### src/rtl/cpu_exec_unit.sv
// Datapath of the 16-bit CPU: PC, IR, 8x16 register file, ALU and memory address/data selection.
// All sequencing comes from the control unit's control word; flags are returned raw, unlatched.
module cpu_exec_unit #(
    parameter logic [15:0] PC_RESET = 16'h0000,
    parameter int          W        = 16
) (
    input  logic          clk,
    input  logic          reset,
    input  logic [2:0]    W_Adr,
    input  logic [2:0]    R_Adr,
    input  logic [2:0]    S_Adr,
    input  logic          adr_sel,
    input  logic          s_sel,
    input  logic          pc_ld,
    input  logic          pc_inc,
    input  logic          pc_sel,
    input  logic          ir_ld,
    input  logic          rw_en,
    input  logic          mw_en,
    input  logic [3:0]    alu_op,
    input  logic [W-1:0]  D_in,
    output logic [W-1:0]  Addr,
    output logic [W-1:0]  D_out,
    output logic [W-1:0]  IR,
    output logic [W-1:0]  PC,
    output logic          N,
    output logic          Z,
    output logic          C
);

    logic [W-1:0] r_regs [8];
    logic [W-1:0] r_pc;
    logic [W-1:0] r_ir;

    logic [W-1:0] w_rbus;
    logic [W-1:0] w_sbus;
    logic [W-1:0] w_wbus;
    logic [W:0]   w_alu_full;
    logic [W-1:0] w_alu_out;
    logic [W-1:0] w_wb_data;
    logic [W-1:0] w_pc_rel;

    assign w_rbus = r_regs[R_Adr];
    assign w_sbus = r_regs[S_Adr];
    assign w_wbus = r_regs[W_Adr];

    // Bit W of the 17-bit result carries carry, borrow or the shifted-out bit.
    always_comb begin
        w_alu_full = {1'b0, w_sbus};
        case (alu_op)
            4'b0010:          w_alu_full = {1'b0, w_sbus} + 17'd1;
            4'b0011:          w_alu_full = {1'b0, w_sbus} - 17'd1;
            4'b0100:          w_alu_full = {1'b0, w_rbus} + {1'b0, w_sbus};
            4'b0101, 4'b1000: w_alu_full = {1'b0, w_rbus} - {1'b0, w_sbus};
            4'b0110:          w_alu_full = {w_sbus[0], 1'b0, w_sbus[W-1:1]};
            4'b0111:          w_alu_full = {w_sbus[W-1], w_sbus[W-2:0], 1'b0};
            default:          w_alu_full = {1'b0, w_sbus};
        endcase
    end

    assign w_alu_out = w_alu_full[W-1:0];
    assign N         = w_alu_out[W-1];
    assign Z         = (w_alu_out == '0);
    assign C         = w_alu_full[W];

    assign w_wb_data = s_sel ? D_in : w_alu_out;
    assign w_pc_rel  = r_pc + {{8{r_ir[7]}}, r_ir[7:0]};

    // Stores address memory through W_Adr, loads through S_Adr.
    assign Addr  = !adr_sel ? r_pc : (mw_en ? w_wbus : w_sbus);
    assign D_out = w_sbus;
    assign IR    = r_ir;
    assign PC    = r_pc;

    always_ff @(posedge clk or negedge reset) begin
        if (!reset) begin
            for (int i = 0; i < 8; i++) r_regs[i] <= '0;
        end else if (rw_en) begin
            r_regs[W_Adr] <= w_wb_data;
        end
    end

    always_ff @(posedge clk or negedge reset) begin
        if (!reset) begin
            r_pc <= PC_RESET;
        end else if (pc_ld) begin
            r_pc <= pc_sel ? w_sbus : w_pc_rel;
        end else if (pc_inc) begin
            r_pc <= r_pc + 16'd1;
        end
    end

    always_ff @(posedge clk or negedge reset) begin
        if (!reset) begin
            r_ir <= '0;
        end else if (ir_ld) begin
            r_ir <= D_in;
        end
    end

endmodule

### config.mk
export PLATFORM = sky130hd
export DESIGN_NAME = cpu_exec_unit
export DESIGN_NICKNAME = d
export VERILOG_FILES = /design/src/rtl/cpu_exec_unit.sv
export SDC_FILE = /design/constraint.sdc
export NUM_CORES = 1
export LEC_CHECK = 0
export CAP_MARGIN = 5
export CORE_UTILIZATION = 50
export CTS_BUF_LIST = sky130_fd_sc_hd__clkbuf_2
export CTS_CLUSTER_SIZE = 24
export DETAILED_ROUTE_END_ITERATION = 8
export GPL_TIMING_DRIVEN = 0
export MAX_ROUTING_LAYER = met4
export PLACE_DENSITY = 0.72
export RECOVER_POWER = 50
export SYNTH_ARGS = -nofsm -noshare
export SYNTH_HDL_FRONTEND = slang
export SYNTH_SLANG_ARGS = --single-unit
### constraint.sdc
create_clock -name clk -period 6.37 [get_ports clk]
set_input_delay 1.274 -clock clk [delete_from_list [all_inputs] [get_ports clk]]
set_output_delay 1.274 -clock clk [all_outputs]
set_load 0.05 [all_outputs]
==> summary.txt <==
Power and ir drop
  • Sequential power share: 26.7%
  • Pwr Total: 6.11 mW
  • Net switching power figure: 3.00 mW
  • Gate power share: 62.9%
  • Clk pwr share: 10.4%
  • Max VDD drop: 0.000304 V
  • Net Sw Frac: 49.1%
  • Power Dens Cells: 395 nW/um^2
  • P_int: 3.11 mW
  • Pleak: 6.42 nW

Worst setup path
  • Critical Path, Cell by Cell: buf_12 -> buf_12 -> mux4_2 -> mux2i_4 -> buf_4 -> clkinvlp_4 -> nor2_2 -> a31oi_4 -> xnor2_2 -> ha_1 -> a21oi_2 -> and2_4 -> nand4bb_1 -> a41o_1 -> a21oi_2 -> mux2_4 -> o221ai_2 -> or3_4 -> nor4_4 -> buf_6
  • CP arrival: 5.47 ns
  • Crit start category: primary input
  • Required @ worst endpoint: 5.10 ns
  • Worst R2R Start: r_regs[118]$_DFFE_PN0P_
  • CP endpoint kind: output pin
  • Kind of critical path: in2out
  • Crit path buf inv count: 5
  • Slowest cell on crit path: mux4_2
  • Max incr delay on CP: 0.54 ns
  • Flop2flop setup slack: 1.64 ns
  • Crit-path leading delay family: simple AND/OR/NAND/NOR gates
  • Start point of the critical path: S_Adr[0]
  • Worst-path maximum fanout: 8

Synthesis
  • Syn_nets: 1385
  • FF+latch count, synth: 160
  • Warnings from Yosys: 0
  • Mapped Cells: 1295
  • Yosys cell types: 69
  • Prevailing post-synth register cell: dfrtp_1
  • Number of flops mapped to enable cells by yosys: 0
  • Post-synthesis async set-or-reset flop share: 100%
  • Mean post-synth cell area: 9.69 sq um
  • Synthesized area: 12600 sq um
  • Seq/Total Area, Yosys: 31.9%

STA
  • Post-layout minimum cycle time: 6.74 ns
  • RSZ-0062 raised after global routing: true
  • Final WS setup: -0.373 ns
  • Clock skew: 0.0473 ns
  • Sum Neg Setup Slack: -0.520 ns
  • Final cycle utilization of the critical path: 106%
  • Maximum clock frequency: 148 MHz
  • Final Max Tran Viols: 163
  • Final setup violation count: 2
  • Worst Tran Pin Value: 3.09 ns
  • Slew margin rel.: -106%
  • Hold Vio Cnt, Final: 0

Route
  • Vias: 12150
  • Drt initial violations: 1519
  • Final wirelength: 45700 microns
  • Final ANT Viol Nets: 0
  • DR pass1 iterations: 6
  • DR vias/cell: 6.65
  • DRC Markers: 0
  • WL/cell: 25.0 microns

Global route
  • Remaining Overflow, GRT: 0
  • Initial antenna violation count: 1
  • Largest net degree at the start of global routing: 120
  • GRT Overall Usage: 36.9%
  • Vias in the first global route: 11674
  • First-pass GRT wire length: 68700 microns

Final layout
  • Fin area: 15400 sq um
  • P&R area growth vs syn: 23.0%
  • Fillers: 1990
  • Final net count: 1578
  • Most frequent cells in the layout: nand2_1, o21ai_0, dfrtp_1
  • Layout cells sized above 1: 23.5%
  • Commonest non-fill, non-tap cell in the layout: nand2_1

CTS
  • Clk slew on worst S/H paths: 0.25 ns
  • CTS tree: yes
  • Maximum root-to-sink buffer count: 2
  • CTS Buf Count: 17
  • Clk sinks: 160
  • Depth of the CTS H-tree: 4
  • Root buf cell: clkbuf_2
  • Clk_lat worst skew: 0.81 ns

Placed design
  • Post-DP Area: 14100 sq um
  • Routability congestion estimate: 0.953
  • Port Buffer Count: 95
  • Post-DP HPWL: 31800 microns
  • Pre-CTS setup slack: -2.46 ns

Die
  • Die X: 160 microns
  • # rows: 57
  • Die H: 160 microns
  • Core box area: 24500 sq um
  • DIE AREA: 25700 sq um
  • I/O pin total: 106
  • Initial core utilization: 51.3%

Hold path
  • Hold Startpoint: IR[10]$_DFFE_PN0P_
  • Type of the worst min-delay path: reg2reg

Run
  • MaxCap Viol Count: 2

Status
  • Status: complete, but fails checks
  • Violated checks: capacitance limit, slew limit, setup timing
## power by group through the flow
stage / clock network, mW / logic (mW) / registers, mW
after floorplan: 0 / 2.28 / 1.70
after global placement: 0 / 3.28 / 1.61
after detailed placement: 0 / 3.33 / 1.63
after CTS: 0.630 / 3.68 / 1.61
after global routing: 0.675 / 4.08 / 1.66
final: 0.635 / 3.84 / 1.63
## worst paths after layout
path | to | cells after the start
worst min register to register | IR[10]$_DFFE_PN0P_ | 1
worst min-delay path | IR[10]$_DFFE_PN0P_ | 1
worst max register to register | r_regs[78]$_DFFE_PN0P_ | 17
min in group asynchronous | r_regs[45]$_DFFE_PN0P_ | 1
max in group asynchronous | r_regs[10]$_DFFE_PN0P_ | 2
worst max-delay path | Z | 20
## stage by stage
stage / util [%] / hold WS [ns] / instances
finish: 63.1 / 0.545 / 1826
detailed placement: 57.6 / 0.500 / 1715
CTS: 62.6 / 0.287 / 1813
global route: 63.1 / 0.570 / 1826
floorplan: - / 0.477 / 1295
global placement: 57.4 / 0.490 / 1714
## synthesized netlist by cell type, types with 5 or more instances
| cell | number | share of area [%] |
|---|---|---|
| a21oi_1 | 63 | 2.5 |
| mux2i_1 | 47 | 3.7 |
| xor2_1 | 13 | 0.91 |
| o31ai_1 | 10 | 0.60 |
| nand4_1 | 6 | 0.30 |
| clkbuf_1 | 62 | 1.9 |
| dfrtp_1 | 160 | 32 |
| nor2b_1 | 10 | 0.50 |
| nand2b_1 | 12 | 0.60 |
| inv_1 | 32 | 0.96 |
| nand2_1 | 197 | 5.9 |
| buf_1 | 10 | 0.30 |
| ha_1 | 48 | 4.8 |
| xnor2_1 | 49 | 3.4 |
| and2_1 | 8 | 0.40 |
| a21o_1 | 13 | 0.78 |
| and3_1 | 5 | 0.25 |
| nor3_1 | 25 | 1.0 |
| nand3_1 | 22 | 0.88 |
| or3_1 | 6 | 0.30 |
| mux4_2 | 96 | 17 |
| o211ai_1 | 25 | 1.5 |
| a211oi_1 | 5 | 0.30 |
| o21ai_0 | 166 | 6.6 |
| nor2_1 | 68 | 2.0 |
| o22ai_1 | 8 | 0.40 |
| a31oi_1 | 7 | 0.35 |
| mux2_2 | 42 | 3.8 |
## kinds of logic after synthesis
group | after synthesis | synth area share [%]
and+or+nand+nor | 376 | 13.2
AOI/OAI and AO/OA | 345 | 16.5
muxes | 188 | 25.2
DFF | 160 | 31.9
buffers and inverters | 113 | 3.60
xor gates and xnor gates | 62 | 4.33
adders and majority gates | 51 | 5.26
## repair_timing
action,in CTS,in global routing
resized for setup,149,15
setup buffers,70,12
hold buffers,0,0
pin swaps,38,9
setup endpoints to repair,4,3
endpoints found under the hold margin,0,0
## per-layer routing
layer  vias to the layer above  global-route usage (%)  share of wire (%)
met1                      5825                    45.4                 37
li1                       5217                       -                  -
met4                         0                    21.2                6.1
met3                       218                    8.76                 12
met2                       890                    55.8                 46
met5                         -                       -                  0
## flip-flops by register name (all words and copies together) (netlist names)
signal / cells
PC: 16
IR: 16
r_regs: 128
## cell type report
type                       count  area [sq um]  share of cell area (%)
buffer                        76           448                    2.90
multi-input combinational   1022          8540                    55.3
inverter                      34           146                   0.948
antenna                        1          2.50                  0.0162
clock inverter                15           191                    1.24
tap                          324           405                    2.62
timing repair buffer         177          1630                    10.5
clock buffer                  17          85.1                   0.551
sequential                   160          4000                    25.9
No activity file was read; power rests on OpenSTA's default activity.
